==> src/rtl/viterbi_pkg.sv <==
// rtl/viterbi_pkg.sv - shared constants, types and codeword helper for the K=3 rate-1/2 Viterbi receiver
package viterbi_pkg;

  localparam int K          = 3;
  localparam int NUM_STATES = 4;
  localparam int NUM_SLOTS  = 8;
  localparam logic [2:0] G0 = 3'b111;
  localparam logic [2:0] G1 = 3'b101;

  typedef logic [1:0] metric_t;

  typedef enum logic [1:0] {
    IDLE,
    ISSUE,
    DONE
  } fsm_t;

  // Slot is {s1, s0, b}; the encoder register seen by the generators is {b, s1, s0}.
  function automatic logic [1:0] exp_code(input logic [2:0] slot);
    logic [2:0] taps;
    taps = {slot[0], slot[2], slot[1]};
    return {^(taps & G0), ^(taps & G1)};
  endfunction

endpackage

==> src/rtl/bmc_fifo.sv <==
// rtl/bmc_fifo.sv - synchronous symbol FIFO with registered full/empty flags
module bmc_fifo #(
  parameter int DEPTH = 4,
  parameter int WIDTH = 2
) (
  input  logic             clk,
  input  logic             rst,
  input  logic             push,
  input  logic [WIDTH-1:0] wdata,
  input  logic             pop,
  output logic [WIDTH-1:0] rdata,
  output logic             full,
  output logic             empty
);

  localparam int AW = $clog2(DEPTH);
  localparam int CW = AW + 1;
  localparam logic [AW-1:0] PTR_LAST = AW'(DEPTH - 1);

  logic [WIDTH-1:0] mem [DEPTH];
  logic [AW-1:0]    wr_ptr;
  logic [AW-1:0]    rd_ptr;
  logic [CW-1:0]    count;
  logic [CW-1:0]    count_next;
  logic             do_push;
  logic             do_pop;

  assign do_push = push && !full;
  assign do_pop  = pop && !empty;
  assign rdata   = mem[rd_ptr];

  always_comb begin
    count_next = count;
    if (do_push && !do_pop) begin
      count_next = count + CW'(1);
    end else if (do_pop && !do_push) begin
      count_next = count - CW'(1);
    end
  end

  always_ff @(posedge clk) begin
    if (do_push) begin
      mem[wr_ptr] <= wdata;
    end
  end

  // A write into an empty FIFO becomes readable one cycle after it lands.
  always_ff @(posedge clk) begin
    if (rst) begin
      wr_ptr <= '0;
      rd_ptr <= '0;
      count  <= '0;
      full   <= 1'b0;
      empty  <= 1'b1;
    end else begin
      if (do_push) begin
        wr_ptr <= (wr_ptr == PTR_LAST) ? '0 : wr_ptr + AW'(1);
      end
      if (do_pop) begin
        rd_ptr <= (rd_ptr == PTR_LAST) ? '0 : rd_ptr + AW'(1);
      end
      count <= count_next;
      full  <= (count_next == CW'(DEPTH));
      empty <= (count_next == '0) || (count == '0);
    end
  end

endmodule

==> src/rtl/bmc_sequencer.sv <==
// rtl/bmc_sequencer.sv - time-shared branch-metric sequencer feeding the ACS array
// Optional erasure masking is enabled by defining VITERBI_ERASURE_EN.
module bmc_sequencer
  import viterbi_pkg::*;
#(
  parameter int DEPTH     = 4,
  parameter int FRAME_LEN = 16
) (
  input  logic                         clk,
  input  logic                         rst,
  input  logic                         in_valid,
  output logic                         in_ready,
  input  logic [1:0]                   in_pair,
`ifdef VITERBI_ERASURE_EN
  input  logic [1:0]                   in_erase,
`endif
  output logic                         out_valid,
  input  logic                         out_ready,
  output metric_t                      out_metric,
  output logic [1:0]                   out_state,
  output logic                         out_bit,
  output logic                         out_last,
  output logic [$clog2(FRAME_LEN)-1:0] out_step,
  output logic                         frame_done,
  output logic                         busy
);

  localparam int SW = $clog2(FRAME_LEN);
`ifdef VITERBI_ERASURE_EN
  localparam int EW = 4;
`else
  localparam int EW = 2;
`endif
  localparam logic [2:0]    LAST_SLOT = 3'(NUM_SLOTS - 1);
  localparam logic [SW-1:0] LAST_STEP = SW'(FRAME_LEN - 1);

  fsm_t          state;
  logic [2:0]    slot;
  logic [SW-1:0] step;
  logic [EW-1:0] work;
  logic [EW-1:0] fifo_wdata;
  logic [EW-1:0] fifo_rdata;
  logic          fifo_full;
  logic          fifo_empty;
  logic          fifo_pop;
  logic          last_slot;
  logic          last_step;
  logic [1:0]    diff;

`ifdef VITERBI_ERASURE_EN
  assign fifo_wdata = {in_erase, in_pair};
  assign diff       = (work[1:0] ^ exp_code(slot)) & ~work[3:2];
`else
  assign fifo_wdata = in_pair;
  assign diff       = work ^ exp_code(slot);
`endif

  assign last_slot  = (slot == LAST_SLOT);
  assign last_step  = (step == LAST_STEP);
  assign in_ready   = !fifo_full;
  assign out_metric = {diff[1] & diff[0], diff[1] ^ diff[0]};
  assign out_state  = slot[2:1];
  assign out_bit    = slot[0];
  assign out_last   = out_valid && last_slot;
  assign out_step   = step;

  // Back-to-back symbols inside a frame are popped on the slot-7 handshake.
  assign fifo_pop = !fifo_empty &&
                    ((state == IDLE) ||
                     (state == ISSUE && out_ready && last_slot && !last_step));

  bmc_fifo #(
    .DEPTH (DEPTH),
    .WIDTH (EW)
  ) u_fifo (
    .clk   (clk),
    .rst   (rst),
    .push  (in_valid),
    .wdata (fifo_wdata),
    .pop   (fifo_pop),
    .rdata (fifo_rdata),
    .full  (fifo_full),
    .empty (fifo_empty)
  );

  always_ff @(posedge clk) begin
    if (rst) begin
      state      <= IDLE;
      slot       <= '0;
      step       <= '0;
      work       <= '0;
      out_valid  <= 1'b0;
      frame_done <= 1'b0;
      busy       <= 1'b0;
    end else begin
      frame_done <= 1'b0;
      case (state)
        IDLE: begin
          if (!fifo_empty) begin
            work      <= fifo_rdata;
            slot      <= '0;
            state     <= ISSUE;
            out_valid <= 1'b1;
            busy      <= 1'b1;
          end
        end
        ISSUE: begin
          if (out_ready) begin
            if (!last_slot) begin
              slot <= slot + 3'd1;
            end else if (last_step) begin
              slot       <= '0;
              state      <= DONE;
              out_valid  <= 1'b0;
              frame_done <= 1'b1;
            end else begin
              step <= step + SW'(1);
              slot <= '0;
              if (!fifo_empty) begin
                work <= fifo_rdata;
              end else begin
                state     <= IDLE;
                out_valid <= 1'b0;
                busy      <= 1'b0;
              end
            end
          end
        end
        DONE: begin
          step  <= '0;
          state <= IDLE;
          busy  <= 1'b0;
        end
        default: begin
          state     <= IDLE;
          out_valid <= 1'b0;
          busy      <= 1'b0;
        end
      endcase
    end
  end

endmodule

==> config.mk <==
export PLATFORM = sky130hd
export DESIGN_NAME = bmc_sequencer
export DESIGN_NICKNAME = d
export VERILOG_FILES = /design/src/rtl/viterbi_pkg.sv /design/src/rtl/bmc_fifo.sv /design/src/rtl/bmc_sequencer.sv
export SDC_FILE = /design/constraint.sdc
export NUM_CORES = 1
export LEC_CHECK = 0
export BUFFER_PORTS_ARGS = -buffer_cell sky130_fd_sc_hd__buf_2
export CORE_AREA = 2 2 71 56
export CTS_CLUSTER_SIZE = 24
export DETAILED_ROUTE_END_ITERATION = 10
export DIE_AREA = 0 0 73 58
export HOLD_SLACK_MARGIN = 0.15
export PLACE_DENSITY = 0.79
export SYNTH_ARGS = -nofsm -noshare
export SYNTH_HDL_FRONTEND = slang
export SYNTH_SLANG_ARGS = --single-unit
==> constraint.sdc <==
create_clock -name clk -period 1.9 [get_ports clk]
set_input_delay 0.19 -clock clk [delete_from_list [all_inputs] [get_ports clk]]
set_output_delay 0.19 -clock clk [all_outputs]
set_load 0.01 [all_outputs]
# After elaboration in Yosys (flattened, before gate mapping)
# Memories as Yosys holds them, arrays and structs flattened. A register that Yosys moved wholly into a read port is not among the register bits.
# Index checks and enable logic that the tools add are counted.
# totals
reg_bits,23
ramBits,8
input_bits,6
wordCells,107
mem_count,1
# mem_list
name,words,word_bits,rd,rd_clocked_by_memory_dff,wr,line_no,rtl
u_fifo.mem,4,2,1,1,1,bmc_fifo.sv:20,logic [WIDTH-1:0] mem [DEPTH];
# op_classes
add_sub_neg,6
n_eq_ne,13
muxes,38
bitwise,7
n_reduce_logical,30
# op_table
cell,n
two-way mux 2 bit,13
two-way mux 3 bit,5
two-way mux 4 bit,3
AND reduction 4 bit,3
two-way mux 1 bit,11
AND reduction 5 bit,2
logical AND 1 bit,9
inequality test 2 bit (second input constant),4
case mux 2 bit (2 select lines),2
case mux 4 bit (2 select lines),1
adder 3 x 1 -> 3 bit (second input constant),2
== test 2 bit (second input constant),3
== test 3 bit (second input constant),2
logical NOT 3 bit,2
case mux 3 bit (2 select lines),1
parity 3 bit,2
logical NOT 1 bit,5
adder 2 x 1 -> 2 bit (second input constant),2
adder 4 x 1 -> 4 bit (second input constant),1
== test 4 bit (second input constant),1
NOT 1 bit,4
nonzero test 2 bit,2
OR reduction 4 bit,1
inequality test 3 x 2 -> 1 bit (second input constant),1
11 further kinds,12

# Depth between registers and ports, before layout
# Gate-level depths: netlist of the first run.
# depth
word_depth,12
mapped_depth,8

# Modules after synthesis
# A second synthesis of the first run with hierarchy kept.
# unflattened
hier_cells,161
hier_area_um2,1734.2
# by_module_without_submodules
module,instances,cells_per_inst,area_each_um2
bmc_fifo,1,78,915.9
bmc_sequencer,1,83,818.3

# Least setup slack after synthesis of the first run
# No wires, ideal clock.
# synth_path
path_kind,reg2reg
start,register slot[0]
end,register u_fifo.full
setup_ns,0.130
t_arrival_ns,1.810
required_time_ns,1.770
path_slack_ns,-0.039
path_stages_with_launch,8
path_buffers,0
period_less_slack_ns,1.939
cell_sequence,dfxtp_1 > ha_1 > ha_1 > nor4bb_2 > a221oi_4 > mux2_2 > a22oi_1 > nor3_2
# synth_via
elab_chain_len,10
elab_cells_between_ends,12
# synth_rtl
element,line_no,rtl
from (decl),bmc_sequencer.sv:38,logic [2:0] slot;
from (signal assigned),bmc_sequencer.sv:110,slot <= slot + 3'd1;
== test 3 bit (*),bmc_sequencer.sv:58,assign last_slot = (slot == LAST_SLOT);
logical AND 1 bit (*) (2 in series),bmc_sequencer.sv:70,(state == ISSUE && out_ready && last_slot && !last_step));
logical OR 1 bit (*),bmc_sequencer.sv:69,((state == IDLE) ||
logical AND 1 bit (*),bmc_sequencer.sv:68,assign fifo_pop = !fifo_empty &&
logical AND 1 bit (*),bmc_fifo.sv:29,assign do_pop = pop && !empty;
logical AND 1 bit or logical NOT 1 bit (tied branches),"bmc_fifo.sv:36, bmc_fifo.sv:34",
two-way mux 3 bit or logical AND 1 bit (tied branches),"bmc_fifo.sv:36, bmc_fifo.sv:34",
two-way mux 3 bit (*),bmc_fifo.sv:34,if (do_push && !do_pop) begin
== test 3 bit (*),bmc_fifo.sv:63,full <= (count_next == CW'(DEPTH));
to (signal assigned),bmc_fifo.sv:63,
to (decl),bmc_fifo.sv:12,"output logic full,"
# Every way passes the cells marked *; elsewhere a longest branch is shown, timed or not.
# A chain may end at the register's enable or synchronous reset.

# Worst setup path in the final report of the first run
# layout_path
start,register slot[1]
end,register u_fifo.full
# The elaborated chain is that of the path after synthesis.

==> results.yml, run 1 <==
pwr:
  power_uw: 2340
  total_leakage_power_uw: 0.000881
  cellPowerDensity_nw_per_um2: 1120
  ir_drop_uv: 609
place:
  gp_congestion: 0.801
  post-dp-hpwl_mm: 2.45
  numPortBuffers: 19
cts:
  clk_pin_slew_ns: 0.06
  clk_latency_ns: 0.29
  cts_buffers: 5
  root_buffer: "clkbuf_8"
  cts_tree: "built"
  cts_buffer_depth: 2
  clock-sinks: 33
  htree_levels: 2
critical_path:
  reg2reg_from: "slot[1]$_SDFFE_PP0P_"
  path_cells: "ha_2, ha_4, nor4bb_4, a221oi_4, a22oi_2, xor2_2, nor3_2"
  end_kind: "flop"
  path_class: "flop to flop"
  required_ns: 2.12
  critPathMaxFanout: 8
  cp-start-kind: "flop"
  slowest_delay_ns: 0.41
  worstPathArrival_ns: 2.04
  r2r_slack_ns: 0.08
  r2r-end: "u_fifo.full$_SDFF_PP0_"
  r2r_cells: 7
  crit_slowest_cell: "a221oi_4"
floorplanning:
  initial_utilization_pct: 48.9
  die_area_um2: 4230
  dieWidth_um: 73
  die_h_um: 58
  num_rows: 19
  io_pins: 20
  core-area_um2: 3540
route:
  viasPerCell: 5.45
  vias: 1367
  wl_per_cell_um: 13.3
  finalWirelength_mm: 3.35
  final_antenna_net_count: 0
  drt_iter0_drc: 96
  firstDrtPassIters: 4
  drcViolationCount: 0
yosys:
  synthesis.area_um2: 1730
  synth.most_common_cell: "dfxtp_1"
  netlist_top_cells_area: "dfxtp_1 29%, edfxtp_1 14%, ha_1 8.7%"
  synth_cells: 174
  synth_nets: 192
  syn_area_per_cell_um2: 9.94
  synth_area_leader_cell: "dfxtp_1"
  synthTopCellsByCount: "25 x dfxtp_1, 19 x nor2_1, 12 x ha_1"
  synth_top_area_share_pct: 28.9
  synth_edf_count: 8
  ys_types: 50
  yosysSeqAreaShare_pct: 42.8
  yosys_warnings: 0
  synth-seq-cells: 33
  ys.flop_type: "dfxtp_1"
  async_flop_share_pct: 0
final_layout:
  area_delta_synth_final_pct: 20.9
  postLayoutCoreUtil_pct: 59.1
  fin_nets: 226
  drive_gt1_share_pct: 27.8
  insertedDiodeCount: 0
sta:
  slew_headroom_pct: 66.2
  hold_violations: 0
  fin_skew_ns: 0.00600
  slew_viol_final: 0
  fin_crit_sh_pct: 95.6
  period_needed_ns: 1.82
  grt_setup_unrepaired: "true"
  max_freq_ghz: 0.551
  worst_pin_slew_ns: 0.506
  setup_viol: 0
grt:
  grt_usage_pct: 18.1
  grt_pass1_wl_mm: 5.70
  grt_antenna_before_repair: 0
  grt_pass1_vias: 1211
  gr-total-overflow: 0
  grt_max_degree: 21
min_path:
  hold_start: "rst"
  hold_end: "u_fifo.wr_ptr[0]$_SDFFE_PP0P_"
  hp-class: "input pin to flop"
  min_path_cells: 2
run_status:
  status: "finished clean"
flow_run:
  maxCapViolCount: 0
timing repair:
item / CTS / global route
gates resized for setup: 0 / 9
setup buffers: 0 / 1
endpoints found under the hold margin: 8 / 0
pin swaps: 1 / 4
hold buffers: 2 / 0
endpoints found under the setup margin: 2 / 9
layout make-up:
cell class	instances	area [µm²]
Timing Repair Buffer	34	213
Tap cell	42	52.6
Inverter	9	33.8
Fill cell	298	1450
Sequential cell	33	742
Clock buffer	6	72.6
Multi-Input combinational cell	125	968
Clock inverter	2	10.0
metrics by stage:
step	TNS [ns]	hold WS (ns)	area, µm²	cells	setup WS [ns]
6_report	0	0.313	2090	251	0.0839
5_1_grt	-0.0275	0.322	2090	251	-0.0273
4_1_cts	0	0.296	2050	250	0.00233
3_5_place_dp	-0.00867	0.419	1950	240	-0.00867
3_3_place_gp	0	0.409	1950	240	0.0460
2_1_floorplan	0	0.289	1740	174	0.0122
critical path, delay by kind of cell, from the launching register on:
kind                       cells  cell delay (ns)
AOI/OAI and AO/OA              2             0.57
xor gates and xnor gates       1             0.18
adders and majority gates      2             0.38
DFF                            1             0.32
and+or+nand+nor                2             0.31
cell families (layout without fill, tap and decap cells):
group | Yosys count | in the layout | synth area share, %
simple gates | 64 | 64 | 21.2
mux | 7 | 7 | 5.57
xor+xnor | 6 | 6 | 3.04
flops | 33 | 33 | 42.8
compound gates | 36 | 36 | 15.1
buf+inv | 16 | 51 | 3.61
fa+ha+maj | 12 | 12 | 8.68
per-layer routing:
metal	up-vias	track usage, %	wire [µm]
li1	700	-	-
met1	622	25.7	1700
met2	40	24.8	1410
met3	5	5.74	173
met4	0	8.73	63
met5	-	0	0
flip-flops by register name, indices dropped and copies added, names as in the netlist, named ones only:
name,cells
u_fifo.empty,1
u_fifo.full,1
u_fifo.rd_ptr,2
out_valid,1
slot,3
busy,1
state,2
work,2
u_fifo.wr_ptr,2
out_step,4
frame_done,1
u_fifo.mem,8
u_fifo.count,3
where the power goes:
group	total [µW]	switching (µW)	internal, µW
clock network	504	250	253
registers	966	125	841
logic	868	453	415
total	2340	829	1510
cells in the final DEF (no fill, tap or decap), types with 3 or more instances in the layout:
cell type   n
o21ai_0     5
buf_2      19
nor4_1      3
nand3_1     4
dfxtp_1    24
and2_1      6
nor2_1     19
inv_1       8
nor2b_1     4
ha_1        9
or4_1       3
a21oi_1    11
edfxtp_1    8
buf_4      13
nand2_1     8
xnor2_1     3
mux2i_1     4
clkbuf_8    5
worst max-delay path by stage:
| stage | from | end | depth (start not counted) |
|---|---|---|---|
| global placement | slot[1]$_SDFFE_PP0P_ | u_fifo.full$_SDFF_PP0_ | 7 |
| global route | slot[1]$_SDFFE_PP0P_ | u_fifo.full$_SDFF_PP0_ | 7 |
| finish | slot[1]$_SDFFE_PP0P_ | u_fifo.full$_SDFF_PP0_ | 7 |
| CTS | slot[1]$_SDFFE_PP0P_ | u_fifo.full$_SDFF_PP0_ | 7 |
| floorplan | slot[0]$_SDFFE_PP0P_ | u_fifo.full$_SDFF_PP0_ | 7 |
| detailed placement | slot[1]$_SDFFE_PP0P_ | u_fifo.full$_SDFF_PP0_ | 7 |
Note: power is estimated with default switching activity, not from simulation.
==> run 2, diff against run 1 <==
--- a/config.mk
+++ b/config.mk
@@ -6,12 +6,15 @@
 export NUM_CORES = 1
 export LEC_CHECK = 0
 export BUFFER_PORTS_ARGS = -buffer_cell sky130_fd_sc_hd__buf_2
-export CORE_AREA = 2 2 71 56
+export CELL_PAD_IN_SITES_DETAIL_PLACEMENT = 0
+export CELL_PAD_IN_SITES_GLOBAL_PLACEMENT = 1
+export CORE_AREA = 2 2 79 62
 export CTS_CLUSTER_SIZE = 24
 export DETAILED_ROUTE_END_ITERATION = 10
-export DIE_AREA = 0 0 73 58
+export DIE_AREA = 0 0 81 64
 export HOLD_SLACK_MARGIN = 0.15
-export PLACE_DENSITY = 0.79
+export MAX_ROUTING_LAYER = met4
+export PLACE_DENSITY = 0.8
 export SYNTH_ARGS = -nofsm -noshare
 export SYNTH_HDL_FRONTEND = slang
 export SYNTH_SLANG_ARGS = --single-unit
==> run 2 against run 1 <==
  * Global-route usage fell by 2.3 points
  * Largest cell class unchanged
  * Die area increased by 22%
  * Clock skew shrank 0.0027 ns
  * Flip-flop and latch count is the same
==> results.yml, run 2 (synthesis gave the netlist of run 1 again) <==
critical_path:
  slowest_delay_ns: 0.34
  required_ns: 2.06
  cp_common_cell: "ha_4"
  path_cells: "ha_4, ha_4, a21boi_1, nor4b_4, buf_4, mux2_2, a22oi_1, nor3_2"
  end_kind: "flop"
  crit_slowest_cell: "dfxtp_2"
  critPathMaxFanout: 7
  path_class: "flop to flop"
  cp-start-kind: "flop"
  worstPathArrival_ns: 1.97
pwr:
  intPower_uw: 1540
  clockPowerShare_pct: 21.1
  p_sw_uw: 853
  cellPowerDensity_nw_per_um2: 1120
  p_seq_share_pct: 40.4
  total_leakage_power_uw: 0.000901
  switching_share_pct: 35.7
  ir_drop_uv: 422
  p_comb_share_pct: 38.5
grt:
  grt_pass1_wl_mm: 5.99
  grt_pass1_vias: 1252
  grt_max_degree: 21
  gr-total-overflow: 0
  grt_antenna_before_repair: 0
  grt_usage_pct: 15.8
final_layout:
  drive_gt1_share_pct: 28.2
  area_delta_synth_final_pct: 23.9
  regMostFlops: "u_fifo.mem"
  insertedDiodeCount: 0
  final_cell_mix: "23 x dfxtp_1, 19 x nor2_1, 19 x buf_2"
  fin_area_um2: 2140
  largest_reg_flops: 8
  final_common_cell: "dfxtp_1"
  layoutNonFillerInstCount: 270
  fin_nets: 230
floorplanning:
  num_rows: 21
  io_pins: 20
  dieWidth_um: 81
  initial_utilization_pct: 39.7
  die_h_um: 64
  die_area_um2: 5180
  core-area_um2: 4360
route:
  drt_iter0_drc: 77
  drcViolationCount: 0
  wl_per_cell_um: 13.4
  finalWirelength_mm: 3.62
  final_antenna_net_count: 0
  viasPerCell: 5.12
  vias: 1383
  firstDrtPassIters: 4
cts:
  clk_pin_slew_ns: 0.07
  clock-sinks: 33
  cts_tree: "built"
  clk_latency_ns: 0.28
  cts_buffers: 5
  htree_levels: 2
  root_buffer: "clkbuf_8"
  cts_buffer_depth: 2
sta:
  fin_crit_sh_pct: 95.3
  slew_viol_final: 0
  hold_violations: 0
  fin_skew_ns: 0.00332
  setup_viol: 0
  grt_setup_unrepaired: "false"
  max_freq_ghz: 0.552
  slew_headroom_pct: 70.8
  period_needed_ns: 1.81
  worst_pin_slew_ns: 0.437
  timing.hold.ws_ns: 0.329
  setup-tns-final_ns: 0
flow_run:
  maxCapViolCount: 0
place:
  post-dp-hpwl_mm: 2.54
  placed_area_um2: 1980
  numPortBuffers: 19
  gp_congestion: 0.760
  place_inst: 257
run_status:
  status: "finished clean"
min_path:
  hp-class: "input pin to flop"
==> run 2: cell types whose count changed in the layout (fill, tap and decap cells not counted), sizes merged <==
cell  delta
buf      +4
==> run 2: layout make-up <==
| class | instances | area [µm²] |
|---|---|---|
| Fill cell | 414 | 2220 |
| Multi-Input combinational cell | 125 | 970 |
| Sequential cell | 33 | 743 |
| Timing Repair Buffer | 38 | 243 |
| Clock buffer | 6 | 72.6 |
| Tap cell | 57 | 71.3 |
| Inverter | 9 | 33.8 |
| Clock inverter | 2 | 10.0 |
==> run 2: worst paths after layout <==
kind | startpoint | endpoint | slack (ns) | cells after the start
max | slot[1]$_SDFFE_PP0P_ | u_fifo.full$_SDFF_PP0_ | 0.09 | 8
min | rst | work[1]$_SDFFE_PP0P_ | 0.33 | 2
max reg2reg | slot[1]$_SDFFE_PP0P_ | u_fifo.full$_SDFF_PP0_ | 0.09 | 8
min reg2reg | u_fifo.rd_ptr[0]$_SDFFE_PP0N_ | u_fifo.rd_ptr[0]$_SDFFE_PP0N_ | 0.51 | 2
==> run 2: worst max-delay path: cells and delay by family, from the launching register on <==
| family | cells | cell delay [ns] |
|---|---|---|
| AO/OA/AOI/OAI | 2 | 0.45 |
| adder cells (fa/ha/maj) | 2 | 0.33 |
| multiplexers | 1 | 0.26 |
| AND/OR/NAND/NOR | 2 | 0.13 |
| flip-flops | 1 | 0.34 |
| buffers and inverters | 1 | 0.17 |
==> run 2: through the flow <==
stage                     util, %  total power [µW]  setup WS [ns]
final                        49.1              2390         0.0890
after global placement       45.4              1840         0.0466
after CTS                    48.0              2380         0.0152
after global routing         49.1              2580        0.00484
after detailed placement     45.4              1840        -0.0320
after floorplan                 -              1610         0.0122
==> run 2: repair_timing <==
action,in CTS,in global routing
hold buffers,2,0
hold endpoints to repair,8,0
endpoints found under the setup margin,4,7
pin swaps,2,7
resized for setup,2,6
buffers inserted,0,3
==> run 2: per-layer routing <==
layer | track usage, % | part of all wire (%) | vias up
met1 | 21.4 | 49 | 639
met3 | 5.51 | 5.2 | 6
met2 | 21.9 | 45 | 36
met5 | - | 0 | -
met4 | 5.08 | 0.99 | 0
li1 | - | - | 702
==> run 2: power by group through the flow <==
stage	clock, µW	combinational (µW)	sequential, µW
after floorplan	0	649	959
after global placement	0	856	980
after detailed placement	0	865	978
after CTS	526	887	964
after global routing	559	1030	983
final	505	922	966
